$ cat config.mk
export PLATFORM = sky130hd
export DESIGN_NAME = adder_arbiter
export DESIGN_NICKNAME = d
export VERILOG_FILES = /design/src/rtl/adder_pkg.sv /design/src/rtl/adder.sv /design/src/rtl/adder_arbiter.sv
export SDC_FILE = /design/constraint.sdc
export NUM_CORES = 1
export LEC_CHECK = 0
export ABC_AREA = 0
export BUFFER_PORTS_ARGS = -buffer_cell sky130_fd_sc_hd__buf_2
export CAP_MARGIN = 20
export CORE_MARGIN = 8
export CORE_UTILIZATION = 24
export DETAILED_ROUTE_END_ITERATION = 8
export GPL_ROUTABILITY_DRIVEN = 0
export SKIP_LAST_GASP = 1
export SLEW_MARGIN = 20
export SYNTH_ARGS = -nofsm -noshare
export SYNTH_HDL_FRONTEND = slang
export SYNTH_SLANG_ARGS = --single-unit
$ cat constraint.sdc
create_clock -name clk -period 7.9 [get_ports clk]
set_input_delay 0 -clock clk [delete_from_list [all_inputs] [get_ports clk]]
set_output_delay 0 -clock clk [all_outputs]
set_load 0.005 [all_outputs]
$ cat src/rtl/adder_pkg.sv
// Shared definitions for the adder arbiter: widths, slot state and the
// round-robin / overflow helper functions.
package adder_pkg;

  localparam int unsigned WIDTH_DEFAULT = 32;
  // Widest requester set the pick helper supports.
  localparam int unsigned N_MAX         = 8;

  typedef enum logic {SlotEmpty, SlotFull} slot_e;

  typedef struct packed {
    logic       found;
    logic [2:0] idx;
  } pick_t;

  // First valid index at or after ptr, searching circularly over n entries.
  function automatic pick_t rr_pick(input logic [N_MAX-1:0] valid,
                                    input logic [2:0]       ptr,
                                    input int               n);
    pick_t p;
    int    j;
    p = '0;
    // Walk from the far end so the nearest hit is the one that remains.
    for (int k = N_MAX - 1; k >= 0; k--) begin
      j = (int'(ptr) + k) % n;
      if (k < n && valid[j[2:0]]) begin
        p.found = 1'b1;
        p.idx   = j[2:0];
      end
    end
    return p;
  endfunction

  // Two's-complement overflow: same-sign operands giving a differently signed sum.
  function automatic logic signed_ovf(input logic [WIDTH_DEFAULT-1:0] a,
                                      input logic [WIDTH_DEFAULT-1:0] b,
                                      input logic [WIDTH_DEFAULT-1:0] s);
    return (a[WIDTH_DEFAULT-1] == b[WIDTH_DEFAULT-1]) &&
           (s[WIDTH_DEFAULT-1] != a[WIDTH_DEFAULT-1]);
  endfunction

endpackage

$ cat src/rtl/adder.sv
// Plain combinational adder; carry-out is not exported, the sum wraps.
module adder #(
  parameter int unsigned WIDTH = 32
) (
  input  logic [WIDTH-1:0] i_a,
  input  logic [WIDTH-1:0] i_b,
  output logic [WIDTH-1:0] o_sum
);

  // Modular sum.
  always_comb begin
    o_sum = i_a + i_b;
  end

endmodule

$ cat src/rtl/adder_arbiter.sv
// Round-robin arbiter sharing one adder between N_REQ requesters, with a
// single registered response slot that holds under back-pressure.
module adder_arbiter
  import adder_pkg::*;
#(
  parameter int unsigned N_REQ = 3,
  parameter int unsigned WIDTH = WIDTH_DEFAULT,
  parameter int unsigned ID_W  = 2
) (
  input  logic                   clk,
  input  logic                   rst_n,
  input  logic [N_REQ-1:0]       req_valid,
  input  logic [N_REQ*WIDTH-1:0] req_a,
  input  logic [N_REQ*WIDTH-1:0] req_b,
  output logic [N_REQ-1:0]       req_ready,
  output logic                   rsp_valid,
  input  logic                   rsp_ready,
  output logic [ID_W-1:0]        rsp_id,
  output logic [WIDTH-1:0]       rsp_sum,
  output logic                   rsp_ovf
);

  slot_e            r_slot;
  logic [2:0]       r_ptr;
  logic [ID_W-1:0]  r_id;
  logic [WIDTH-1:0] r_sum;
  logic             r_ovf;

  logic             w_can_accept;
  logic [N_MAX-1:0] w_valid_ext;
  pick_t            w_pick;
  logic [N_REQ-1:0] w_grant;
  logic             w_xfer;
  logic [WIDTH-1:0] w_a;
  logic [WIDTH-1:0] w_b;
  logic [WIDTH-1:0] w_sum;

  // Grant generation; only handshake state feeds it, never the operands.
  always_comb begin
    w_can_accept = (r_slot == SlotEmpty) || rsp_ready;
    w_valid_ext  = N_MAX'(req_valid);
    w_pick       = rr_pick(w_valid_ext, r_ptr, int'(N_REQ));
    w_grant      = '0;
    // rst_n gates the grant so nothing is offered while reset is held.
    if (rst_n && w_can_accept && w_pick.found) begin
      w_grant = N_REQ'(1) << w_pick.idx;
    end
    w_xfer = |(req_valid & w_grant);
  end

  // One-hot operand mux in front of the shared adder.
  always_comb begin
    w_a = '0;
    w_b = '0;
    for (int i = 0; i < int'(N_REQ); i++) begin
      if (w_grant[i]) begin
        w_a = req_a[i*WIDTH +: WIDTH];
        w_b = req_b[i*WIDTH +: WIDTH];
      end
    end
  end

  adder #(
    .WIDTH (WIDTH)
  ) u_adder (
    .i_a   (w_a),
    .i_b   (w_b),
    .o_sum (w_sum)
  );

  // Result slot, pointer and registered response fields.
  always_ff @(posedge clk or negedge rst_n) begin
    if (!rst_n) begin
      r_slot <= SlotEmpty;
      r_ptr  <= '0;
      r_id   <= '0;
      r_sum  <= '0;
      r_ovf  <= 1'b0;
    end else if (w_xfer) begin
      // Covers simultaneous drain-and-load: the slot simply stays full.
      r_slot <= SlotFull;
      r_sum  <= w_sum;
      r_id   <= ID_W'(w_pick.idx);
      r_ovf  <= signed_ovf(w_a, w_b, w_sum);
      r_ptr  <= (int'(w_pick.idx) == int'(N_REQ) - 1) ? 3'd0 : w_pick.idx + 3'd1;
    end else if (r_slot == SlotFull && rsp_ready) begin
      r_slot <= SlotEmpty;
    end
  end

  assign req_ready = w_grant;
  assign rsp_valid = (r_slot == SlotFull);
  assign rsp_id    = r_id;
  assign rsp_sum   = r_sum;
  assign rsp_ovf   = r_ovf;

endmodule

## Yosys cells after proc, flatten, opt, wreduce, memory -nomap -nowiden

Index checks and enable logic that the tools add are counted.
Widths: inputs -> output; s select.

| word-level totals | value |
|---|---|
| register bits | 39 |
| bits in latches | 0 |
| bits in writable memories | 0 |
| memory bits (read-only) | 0 |
| bits of input ports | 198 |
| output and inout bits | 39 |
| word-level logic and storage cells | 47 |
| memories | 0 |

| operators by class | value |
|---|---|
| add/subtract/negate cells | 4 |
| multiply operators | 0 |
| div/mod/pow operators | 3 |
| magnitude comparators | 3 |
| eq/ne operators | 3 |
| shift-type cells | 1 |
| mux-type cells | 19 |
| bitwise operators | 2 |
| reductions and logical operators | 7 |

Operators by type and width:

| operator | number |
|---|---|
| $mux 32 | 6 |
| $mod 32x3->32 const B | 2 |
| $add 32x32->32 | 1 |
| $mod 4x3->32 const B | 1 |
| $lt 3x4->1 const B | 3 |
| $mux 4 | 3 |
| $bmux 1 s3 | 3 |
| $mux 3 | 2 |
| $mux 1 | 5 |
| $add 3x1->4 const B | 1 |
| $add 3x2->4 const B | 1 |
| $logic_and 1x1->1 | 4 |
| $add 3x1->3 const B | 1 |
| $and 3x3->3 | 1 |
| $eq 3x3->1 const B | 1 |
| $reduce_or 3->1 | 1 |
| $shl 1x3->3 const A | 1 |
| $reduce_bool 2->1 | 1 |
| $eq 1x1->1 | 1 |
| $logic_or 1x1->1 | 1 |
| $ne 1x1->1 | 1 |
| $not 1->1 | 1 |

## Depth between registers and ports, before layout

Gate-level depths: netlist of the first run.

| depth | value |
|---|---|
| depth after elaboration | 15 |
| mapped depth | 33 |
| gate-level depth less buffers | 31 |

## Modules after synthesis

From an unflattened synthesis of the first run, not the netlist that was laid out.

| second synthesis, totals | value |
|---|---|
| cells, all modules | 669 |
| area, all modules | 5919.4 sq um |

By module, submodules not included:

| module | times used | cells each | area an instance (sq um) | sequential area each (sq um) |
|---|---|---|---|---|
| adder_arbiter | 1 | 428 | 4175.3 | 975.9 |
| adder | 1 | 241 | 1744.2 | 0.0 |

## Worst setup path before layout of the first run

Ideal clock, no wire load.

| timing | value |
|---|---|
| path kind | reg2reg |
| start point | register r_ptr[0] |
| end point | register r_sum[30], in the netlist rsp_sum[30] |
| setup time | 0.134 ns |
| arrival | 6.910 ns |
| data required time | 7.766 ns |
| path slack | 0.856 ns |
| stages on the path, launching flop included | 34 |
| buffers on the path | 4 |
| period minus slack after synthesis | 7.044 ns |
| path through | dfrtp_1 -> buf_2 -> inv_1 -> ha_1 -> ha_1 -> ha_1 -> a31oi_1 -> nand2_1 -> xor2_1 -> ha_1 -> o21ai_0 -> o31ai_1 -> mux2_2 -> a311oi_2 -> o211a_4 -> a311oi_2 -> o2bb2ai_4 -> buf_2 -> buf_6 -> buf_6 -> a211oi_2 -> ha_1 -> fa_1 -> a21o_1 -> a21oi_1 -> nor2b_1 -> o21a_1 -> o41a_1 -> o221ai_1 -> a211oi_1 -> a311o_1 -> a31oi_1 -> xor2_1 -> o21ai_0 |

| between the ends | value |
|---|---|
| word-level cells in the longest chain between the ends | 13 |
| elaborated cells between the ends (all ways) | 26 |
| those cells by class | 3 x add/sub; 3 x div; 1 x shift; 16 x mux; 1 x bitwise; 2 x reduce/logical |

RTL lines:

| element | RTL line | source |
|---|---|---|
| from (decl) | adder_arbiter.sv:24 | `logic [2:0] r_ptr;` |
| from (signal assigned) | adder_arbiter.sv:85 | `r_ptr <= (int'(w_pick.idx) == int'(N_REQ) - 1) ? 3'd0 : w_pick.idx + 3'd1;` |
| $add 3x2->4 | adder_pkg.sv:25 | `j = (int'(ptr) + k) % n;` |
| $mod 32x3->32 | adder_pkg.sv:25 |  |
| $bmux 1 s3 | adder_pkg.sv:26 | `if (k < n && valid[j[2:0]]) begin` |
| $mux 1 (not written as such) | adder_pkg.sv:26 |  |
| $mux 4 (2 in series) | adder_pkg.sv:26 |  |
| $mux 4 (*) | adder_pkg.sv:26 |  |
| $shl 1x3->3 or $logic_and 1x1->1 (tied branches) | adder_arbiter.sv:46, adder_arbiter.sv:45 |  |
| $mux 3 (*) | adder_arbiter.sv:45 | `if (rst_n && w_can_accept && w_pick.found) begin` |
| $mux 32 (3 in series) | adder_arbiter.sv:56 | `if (w_grant[i]) begin` |
| $add 32x32->32 | adder.sv:12 | `o_sum = i_a + i_b;` |
| to (signal assigned) | adder_arbiter.sv:82 | `r_sum <= w_sum;` |
| to (decl) | adder_arbiter.sv:26 | `logic [WIDTH-1:0] r_sum;` |

Every way passes the cells marked *; elsewhere a longest branch is shown, timed or not. The select of a mux whose other input is x is not followed.
A chain may end at the register's enable or synchronous reset.

## Final worst setup path of the first run

Ends and elaborated chain as after synthesis.

==> load_flow_metrics.sql, run 1 <==
INSERT INTO impl_metrics (metric_group, metric, value, unit) VALUES
('floorplan', 'die_ar', '27900', 'sq um'),
('synth', 'synthDominantCellAreaShare', '17.8', '%'),
('worst_setup_path', 'timing.setup.critical_path_class', 'flop to flop', ''),
('global_routing', 'antenna_found_initial', '2', ''),
('routing', 'route.final.wire_length', '18300', 'um'),
('synth', 'post_syn_area_per_cell', '8.61', 'sq um'),
('synth', 'synth.cells.most_frequent', 'sky130_fd_sc_hd__nor2_1, sky130_fd_sc_hd__mux2i_1, sky130_fd_sc_hd__a211oi_2', ''),
('sta', 'layout_min_cycle_time', '7.45', 'ns'),
('global_routing', 'total_grt_overflow', '0', ''),
('finish', 'final_net_count', '1098', ''),
('placed_design', 'dp.final_hpwl', '15200', 'um'),
('synth', 'synthesis.instances', '635', ''),
('routing', 'drtPass1Iterations', '4', ''),
('clock_tree', 'num_cts_buffers', '5', ''),
('synth', 'netlist_area', '5470', 'sq um'),
('routing', 'detail-route-antenna-nets', '0', ''),
('floorplan', 'design.core.area', '22500', 'sq um'),
('worst_setup_path', 'timing.critical_path.fanout_max', '17', ''),
('synth', 'yosysTopAreaCell', 'sky130_fd_sc_hd__dfrtp_1', ''),
('global_routing', 'grt_pass1_vias', '5651', ''),
('clock_tree', 'clkTransAtPathRegs', '0.06', 'ns'),
('sta', 'unrepaired_setup_endpoints_after_global_routing', 'false', ''),
('clock_tree', 'cts_tree', 'done', ''),
('min_path', 'hold_path_class', 'primary input to flop', ''),
('worst_setup_path', 'worst_ep_required_time', '8.07', 'ns'),
('global_routing', 'grt_util_all_layers', '12.8', '%'),
('floorplan', 'chipHeight', '167', 'um'),
('worst_setup_path', 'critical-path-top-cell-by-count', 'sky130_fd_sc_hd__ha_1', ''),
('placed_design', 'numPortBuffers', '236', ''),
('synth', 'yosysMostFrequentCell', 'sky130_fd_sc_hd__nor2_1', ''),
('floorplan', 'die-width', '167', 'um'),
('clock_tree', 'clk_path_buf_depth', '2', ''),
('finish', 'syn2layout_area_growth', '29.0', '%'),
('sta', 'max-slew-margin-rel', '57.5', '%'),
('worst_setup_path', 'endpoint_kind', 'flop', ''),
('finish', 'filler_cell_count', '2365', ''),
('sta', 'final_max_slew_viol_count', '0', ''),
('routing', 'drc', '0', ''),
('finish', 'final_layout_size_suffix_gt1_share', '38.1', '%'),
('clock_tree', 'tritoncts_num_sinks', '39', ''),
('routing', 'iteration_0_drc_count_of_the_detailed_router', '267', ''),
('clock_tree', 'clk_root_buffer_cell', 'sky130_fd_sc_hd__clkbuf_16', ''),
('floorplan', 'effective_utilization_at_floorplan', '24.3', '%'),
('run_status', 'outcome', 'complete, no violations', ''),
('floorplan', 'rows', '55', ''),
('routing', 'detail_route.wl_per_cell', '16.1', 'um'),
('clock_tree', 'clkLatencyLatePin', '0.29', 'ns'),
('synth', 'ys_top_cells_by_area', 'sky130_fd_sc_hd__dfrtp_1, sky130_fd_sc_hd__mux2i_1, sky130_fd_sc_hd__a211oi_2, sky130_fd_sc_hd__ha_1, sky130_fd_sc_hd__nor2_1', ''),
('job', 'max_cap_violations', '0', ''),
('sta', 'fin_crit_sh', '94.3', '%'),
('sta', 'setup_total_negative_slack', '0', 'ns'),
('worst_setup_path', 'cpMaxStageDelayCell', 'sky130_fd_sc_hd__fa_1', ''),
('finish', 'area.sequential', '977', 'sq um'),
('finish', 'multi_input_area', '4220', 'sq um'),
('global_routing', 'grt_max_degree', '107', ''),
('sta', 'setup_violations', '0', ''),
('synth', 'synthFlopType', 'sky130_fd_sc_hd__dfrtp_1', ''),
('sta', 'max_clock_freq', '0.134', 'GHz'),
('synth', 'synth_edf_count', '0', ''),
('worst_setup_path', 'crit_path_max_incr_delay', '0.47', 'ns'),
('synth', 'postSynthNetCount', '881', ''),
('worst_setup_path', 'critical_path_arrival', '7.62', 'ns'),
('sta', 'finalHoldViolCount', '0', ''),
('synth', 'seq_area_frac_synth', '17.8', '%'),
('sta', 'max_slew.worst_pin.slew', '0.638', 'ns'),
('synth', 'synth_cell_types', '58', ''),
('floorplan', 'io_pins', '237', ''),
('routing', 'vias', '5423', ''),
('worst_setup_path', 'timing.critical_path.from_type', 'flop', ''),
('routing', 'viasPerCell', '4.76', ''),
('sta', 'finClkSkew', '0.00713', 'ns'),
('clock_tree', 'h-tree-depth', '2', ''),
('synth', 'yosys_register_bits', '39', ''),
('synth', 'asyncSetResetFlopFracSynth', '100', '%'),
('global_routing', 'first_pass_grt_wire_length', '29100', 'um'),
('synth', 'ys.warnings.count', '0', '');
## layout by cell type (no fill, tap or decap), types with 2 or more instances in the layout
master	instances
sky130_fd_sc_hd__a31oi_1	5
sky130_fd_sc_hd__nor2_1	77
sky130_fd_sc_hd__a211oi_1	15
sky130_fd_sc_hd__buf_4	9
sky130_fd_sc_hd__o31ai_1	3
sky130_fd_sc_hd__a311oi_2	3
sky130_fd_sc_hd__ha_1	46
sky130_fd_sc_hd__o21bai_1	6
sky130_fd_sc_hd__a211o_1	2
sky130_fd_sc_hd__a21oi_2	2
sky130_fd_sc_hd__o21a_1	5
sky130_fd_sc_hd__nor2b_1	8
sky130_fd_sc_hd__nand4_1	4
sky130_fd_sc_hd__mux2_2	5
sky130_fd_sc_hd__dfrtp_1	38
sky130_fd_sc_hd__xnor2_1	20
sky130_fd_sc_hd__nor3_1	4
sky130_fd_sc_hd__xor2_1	21
sky130_fd_sc_hd__a311o_1	2
sky130_fd_sc_hd__nand3b_1	2
sky130_fd_sc_hd__clkbuf_1	2
sky130_fd_sc_hd__o21ai_0	45
sky130_fd_sc_hd__buf_2	236
sky130_fd_sc_hd__inv_1	15
sky130_fd_sc_hd__buf_12	2
sky130_fd_sc_hd__a211oi_2	51
sky130_fd_sc_hd__nand2b_1	8
sky130_fd_sc_hd__and3_1	5
sky130_fd_sc_hd__nand2_1	45
sky130_fd_sc_hd__a21o_1	23
sky130_fd_sc_hd__clkbuf_16	5
sky130_fd_sc_hd__mux2_1	2
sky130_fd_sc_hd__o211ai_1	3
sky130_fd_sc_hd__nand3_1	8
sky130_fd_sc_hd__a21oi_1	29
sky130_fd_sc_hd__mux2i_1	68
## worst paths after layout
path	startpoint	to	slack [ns]	cells past startpoint
worst min register to register	rsp_sum[26]$_DFFE_PN0P_	rsp_sum[26]$_DFFE_PN0P_	0.47	2
min in group asynchronous	rst_n	rsp_sum[17]$_DFFE_PN0P_	0.32	3
worst min-delay path	rsp_ready	rsp_valid$_DFFE_PN0P_	0.05	3
max in group asynchronous	rst_n	r_ptr[1]$_DFFE_PN0P_	7.15	3
worst max register to register	r_ptr[0]$_DFFE_PN0P_	rsp_sum[30]$_DFFE_PN0P_	0.45	30
worst max-delay path	r_ptr[0]$_DFFE_PN0P_	rsp_sum[30]$_DFFE_PN0P_	0.45	30
## per-layer routing
metal  track usage, %  wire (um)
met1             15.7       8270
met2             21.6       8710
met3             3.90       1130
met4             2.86        202
met5                0         27
## registers in the layout (all words and copies together), names as in the netlist
name / cells
rsp_valid: 1
rsp_ovf: 1
rsp_sum: 32
r_ptr: 3
rsp_id: 2
## cell type report
class                      instances  share of cell area (%)
timing repair buffer             248                    18.4
inverter                          16                   0.852
antenna                            1                  0.0355
multi-input combinational        542                    59.8
tap                              285                    5.06
clock inverter                     1                  0.0710
sequential                        39                    13.9
clock buffer                       7                    1.88
## per-stage QoR
| step | hold WS [ns] | area (sq um) | std cells | utilization [%] | worst slack, ns |
|---|---|---|---|---|---|
| after floorplan | -0.296 | 5470 | 635 | - | 0.856 |
| after global placement | 0.128 | 6860 | 1126 | 30.5 | 0.370 |
| after detailed placement | 0.130 | 6860 | 1126 | 30.5 | 0.223 |
| after CTS | 0.0395 | 7010 | 1135 | 31.1 | 0.146 |
| after global routing | 0.0837 | 7050 | 1138 | 31.3 | 0.000235 |
| final | 0.0513 | 7050 | 1139 | 31.3 | 0.449 |
## critical path: cells and delay by family, from the launching register on
family                     cells  cell delay, ns
adders and majority gates      5            1.54
and+or+nand+nor                2            0.18
DFF                            1            0.46
buffers and inverters          1            0.30
AOI/OAI and AO/OA             18            3.86
muxes                          1            0.27
xor gates and xnor gates       3            0.68
## logic make-up (layout without fill, tap and decap cells)
family | Yosys count | in the layout | synth area share (%)
other | 0 | 1 | 0
adder cells (fa/ha/maj) | 48 | 48 | 11.1
buffers and inverters | 54 | 272 | 5.49
flip-flops | 39 | 39 | 17.8
AO/OA/AOI/OAI | 207 | 207 | 31.1
AND/OR/NAND/NOR | 170 | 170 | 13.8
multiplexers | 75 | 75 | 13.9
XOR/XNOR | 42 | 42 | 6.73
## timing repair
item                                   in CTS  in global routing
hold buffers                                1                  0
endpoints found under the hold margin      39                  0
setup endpoints to repair                   0                  6
gates resized for setup                     0                  6
buffers inserted                            0                  3
Power of run 1 is left out: the tool's default activity adds up to more than one toggle a clock period on the data nets, which glitch-free logic cannot reach.
==> run 2, diff against run 1 <==
Settings changed: PLACE_DENSITY from default to 0.48.
==> load_flow_metrics.sql, run 2 (synthesis results as in run 1) <==
INSERT INTO impl_metrics (metric_group, metric, value, unit) VALUES
('min_path', 'hold_path_class', 'primary input to flop', ''),
('finish', 'final_layout_size_suffix_gt1_share', '38.5', '%'),
('worst_setup_path', 'timing.critical_path.fanout_max', '9', ''),
('job', 'max_cap_violations', '0', ''),
('routing', 'drc', '0', ''),
('routing', 'drtPass1Iterations', '5', ''),
('global_routing', 'grt_max_degree', '110', ''),
('worst_setup_path', 'crit_path_max_incr_delay', '0.54', 'ns'),
('worst_setup_path', 'r2r_start', 'r_ptr[1]$_DFFE_PN0P_', ''),
('routing', 'detail_route.wl_per_cell', '17.3', 'um'),
('worst_setup_path', 'cpMaxStageDelayCell', 'sky130_fd_sc_hd__dfrtp_1', ''),
('worst_setup_path', 'r2r_setup_slack', '0.44', 'ns'),
('worst_setup_path', 'timing.setup.critical_path_class', 'flop to flop', ''),
('worst_setup_path', 'timing.reg2reg.worst_path_depth', '30', ''),
('finish', 'final_common_cell', 'sky130_fd_sc_hd__buf_2', ''),
('floorplan', 'design.core.area', '22500', 'sq um'),
('clock_tree', 'tritoncts_num_sinks', '39', ''),
('finish', 'final_net_count', '1108', ''),
('worst_setup_path', 'cp-startpoint', 'r_ptr[1]$_DFFE_PN0P_', ''),
('global_routing', 'grt_pass1_vias', '5713', ''),
('routing', 'detail-route-antenna-nets', '0', ''),
('clock_tree', 'clkTransAtPathRegs', '0.06', 'ns'),
('finish', 'filler_cell_count', '2410', ''),
('floorplan', 'die-width', '167', 'um'),
('sta', 'layout_min_cycle_time', '7.46', 'ns'),
('global_routing', 'grt_util_all_layers', '13.6', '%'),
('clock_tree', 'clk_root_buffer_cell', 'sky130_fd_sc_hd__clkbuf_16', ''),
('worst_setup_path', 'worstReg2RegEnd', 'rsp_sum[30]$_DFFE_PN0P_', ''),
('routing', 'viasPerCell', '4.77', ''),
('clock_tree', 'clk_path_buf_depth', '2', ''),
('sta', 'fin_worst_hold_slack', '0.0552', 'ns'),
('worst_setup_path', 'timing.critical_path.from_type', 'flop', ''),
('finish', 'most_frequent_cells_in_the_layout', 'sky130_fd_sc_hd__buf_2, sky130_fd_sc_hd__nor2_1, sky130_fd_sc_hd__mux2i_1', ''),
('finish', 'area.sequential', '976', 'sq um'),
('finish', 'layout.core_utilization', '31.8', '%'),
('global_routing', 'total_grt_overflow', '0', ''),
('worst_setup_path', 'critical_path_arrival', '7.61', 'ns'),
('floorplan', 'io_pins', '237', ''),
('sta', 'max_slew.worst_pin.slew', '0.652', 'ns'),
('routing', 'vias', '5486', ''),
('worst_setup_path', 'worst_setup_path_endpoint', 'rsp_sum[30]$_DFFE_PN0P_', ''),
('floorplan', 'rows', '55', ''),
('clock_tree', 'cts_tree', 'done', ''),
('sta', 'setup_violations', '0', ''),
('floorplan', 'die_ar', '27900', 'sq um'),
('placed_design', 'dp.final_hpwl', '16200', 'um'),
('finish', 'multi_input_area', '4210', 'sq um'),
('placed_design', 'numPortBuffers', '236', ''),
('floorplan', 'effective_utilization_at_floorplan', '24.3', '%'),
('floorplan', 'chipHeight', '167', 'um'),
('sta', 'setup_total_negative_slack', '0', 'ns'),
('sta', 'max-slew-margin-rel', '56.6', '%'),
('sta', 'final_max_slew_viol_count', '0', ''),
('worst_setup_path', 'endpoint_kind', 'flop', ''),
('finish', 'finish.cell_count_without_fillers', '1149', ''),
('run_status', 'outcome', 'complete, no violations', ''),
('routing', 'iteration_0_drc_count_of_the_detailed_router', '258', ''),
('finish', 'largest_reg_flops', '32', ''),
('sta', 'max_clock_freq', '0.134', 'GHz'),
('global_routing', 'first_pass_grt_wire_length', '30200', 'um'),
('worst_setup_path', 'critical-path-top-cell-by-count', 'sky130_fd_sc_hd__ha_1', ''),
('finish', 'syn2layout_area_growth', '30.8', '%'),
('sta', 'finalHoldViolCount', '0', ''),
('global_routing', 'antenna_found_initial', '2', ''),
('sta', 'finClkSkew', '0.00471', 'ns'),
('clock_tree', 'h-tree-depth', '2', ''),
('clock_tree', 'clkLatencyLatePin', '0.29', 'ns'),
('worst_setup_path', 'worst_ep_required_time', '8.05', 'ns'),
('clock_tree', 'num_cts_buffers', '5', ''),
('sta', 'fin_crit_sh', '94.5', '%'),
('placed_design', 'placed_cells_incl_taps', '1128', ''),
('routing', 'route.final.wire_length', '19900', 'um');
[run 2: changes by cell type in the layout (fill, tap and decap cells not counted), sizes merged]
cell | before | now
buf | 247 | 256
clkbuf | 7 | 8
[run 2: worst max-delay path, delay by kind of cell (launching register included)]
| kind | cells | cell delay, ns |
|---|---|---|
| flip-flops | 1 | 0.54 |
| XOR/XNOR | 2 | 0.34 |
| adder cells (fa/ha/maj) | 6 | 1.77 |
| AND/OR/NAND/NOR | 4 | 0.41 |
| buffers and inverters | 2 | 0.34 |
| AO/OA/AOI/OAI | 15 | 3.51 |
| multiplexers | 1 | 0.38 |
[run 2: worst min path at each step]
stage | from | end | slack (ns) | cells after the start
2_1_floorplan | rst_n | r_ptr[0]$_DFFE_PN0P_ | -0.30 | 0
3_3_place_gp | rst_n | rsp_sum[19]$_DFFE_PN0P_ | 0.14 | 2
3_5_place_dp | rst_n | rsp_sum[23]$_DFFE_PN0P_ | 0.15 | 2
4_1_cts | rsp_ready | rsp_valid$_DFFE_PN0P_ | 0.03 | 3
5_1_grt | rsp_ready | rsp_valid$_DFFE_PN0P_ | 0.07 | 3
6_report | rsp_ready | rsp_valid$_DFFE_PN0P_ | 0.06 | 3
[run 2: per-stage QoR]
stage	cell area, sq um	worst slack, ns
after global placement	6870	0.435
after CTS	7020	0.238
final	7150	0.435
after detailed placement	6870	0.321
after floorplan	5470	0.856
after global routing	7150	-0.0278
[run 2: repair_timing]
action	4_1_cts	5_1_grt
setup buffers	0	10
resized for setup	0	5
endpoints found under the hold margin	39	0
endpoints found under the setup margin	0	6
hold buffers	1	0
[run 2: area by class of cell]
type / instances / area share (%)
multi-input combinational: 542 / 58.9
timing repair buffer: 258 / 19.7
sequential: 39 / 13.6
tap: 285 / 4.98
clock buffer: 7 / 1.85
inverter: 16 / 0.839
clock inverter: 1 / 0.0700
antenna: 1 / 0.0350
[run 2: metal layers]
| layer | routed length, um | vias up | global-route usage (%) |
|---|---|---|---|
| met1 | 8600 | 2497 | 16.0 |
| li1 | - | 2790 | - |
| met2 | 9530 | 181 | 23.4 |
| met5 | 10 | - | 0 |
| met4 | 287 | 2 | 3.21 |
| met3 | 1500 | 16 | 4.75 |
Power of run 2 is left out for the same reason.
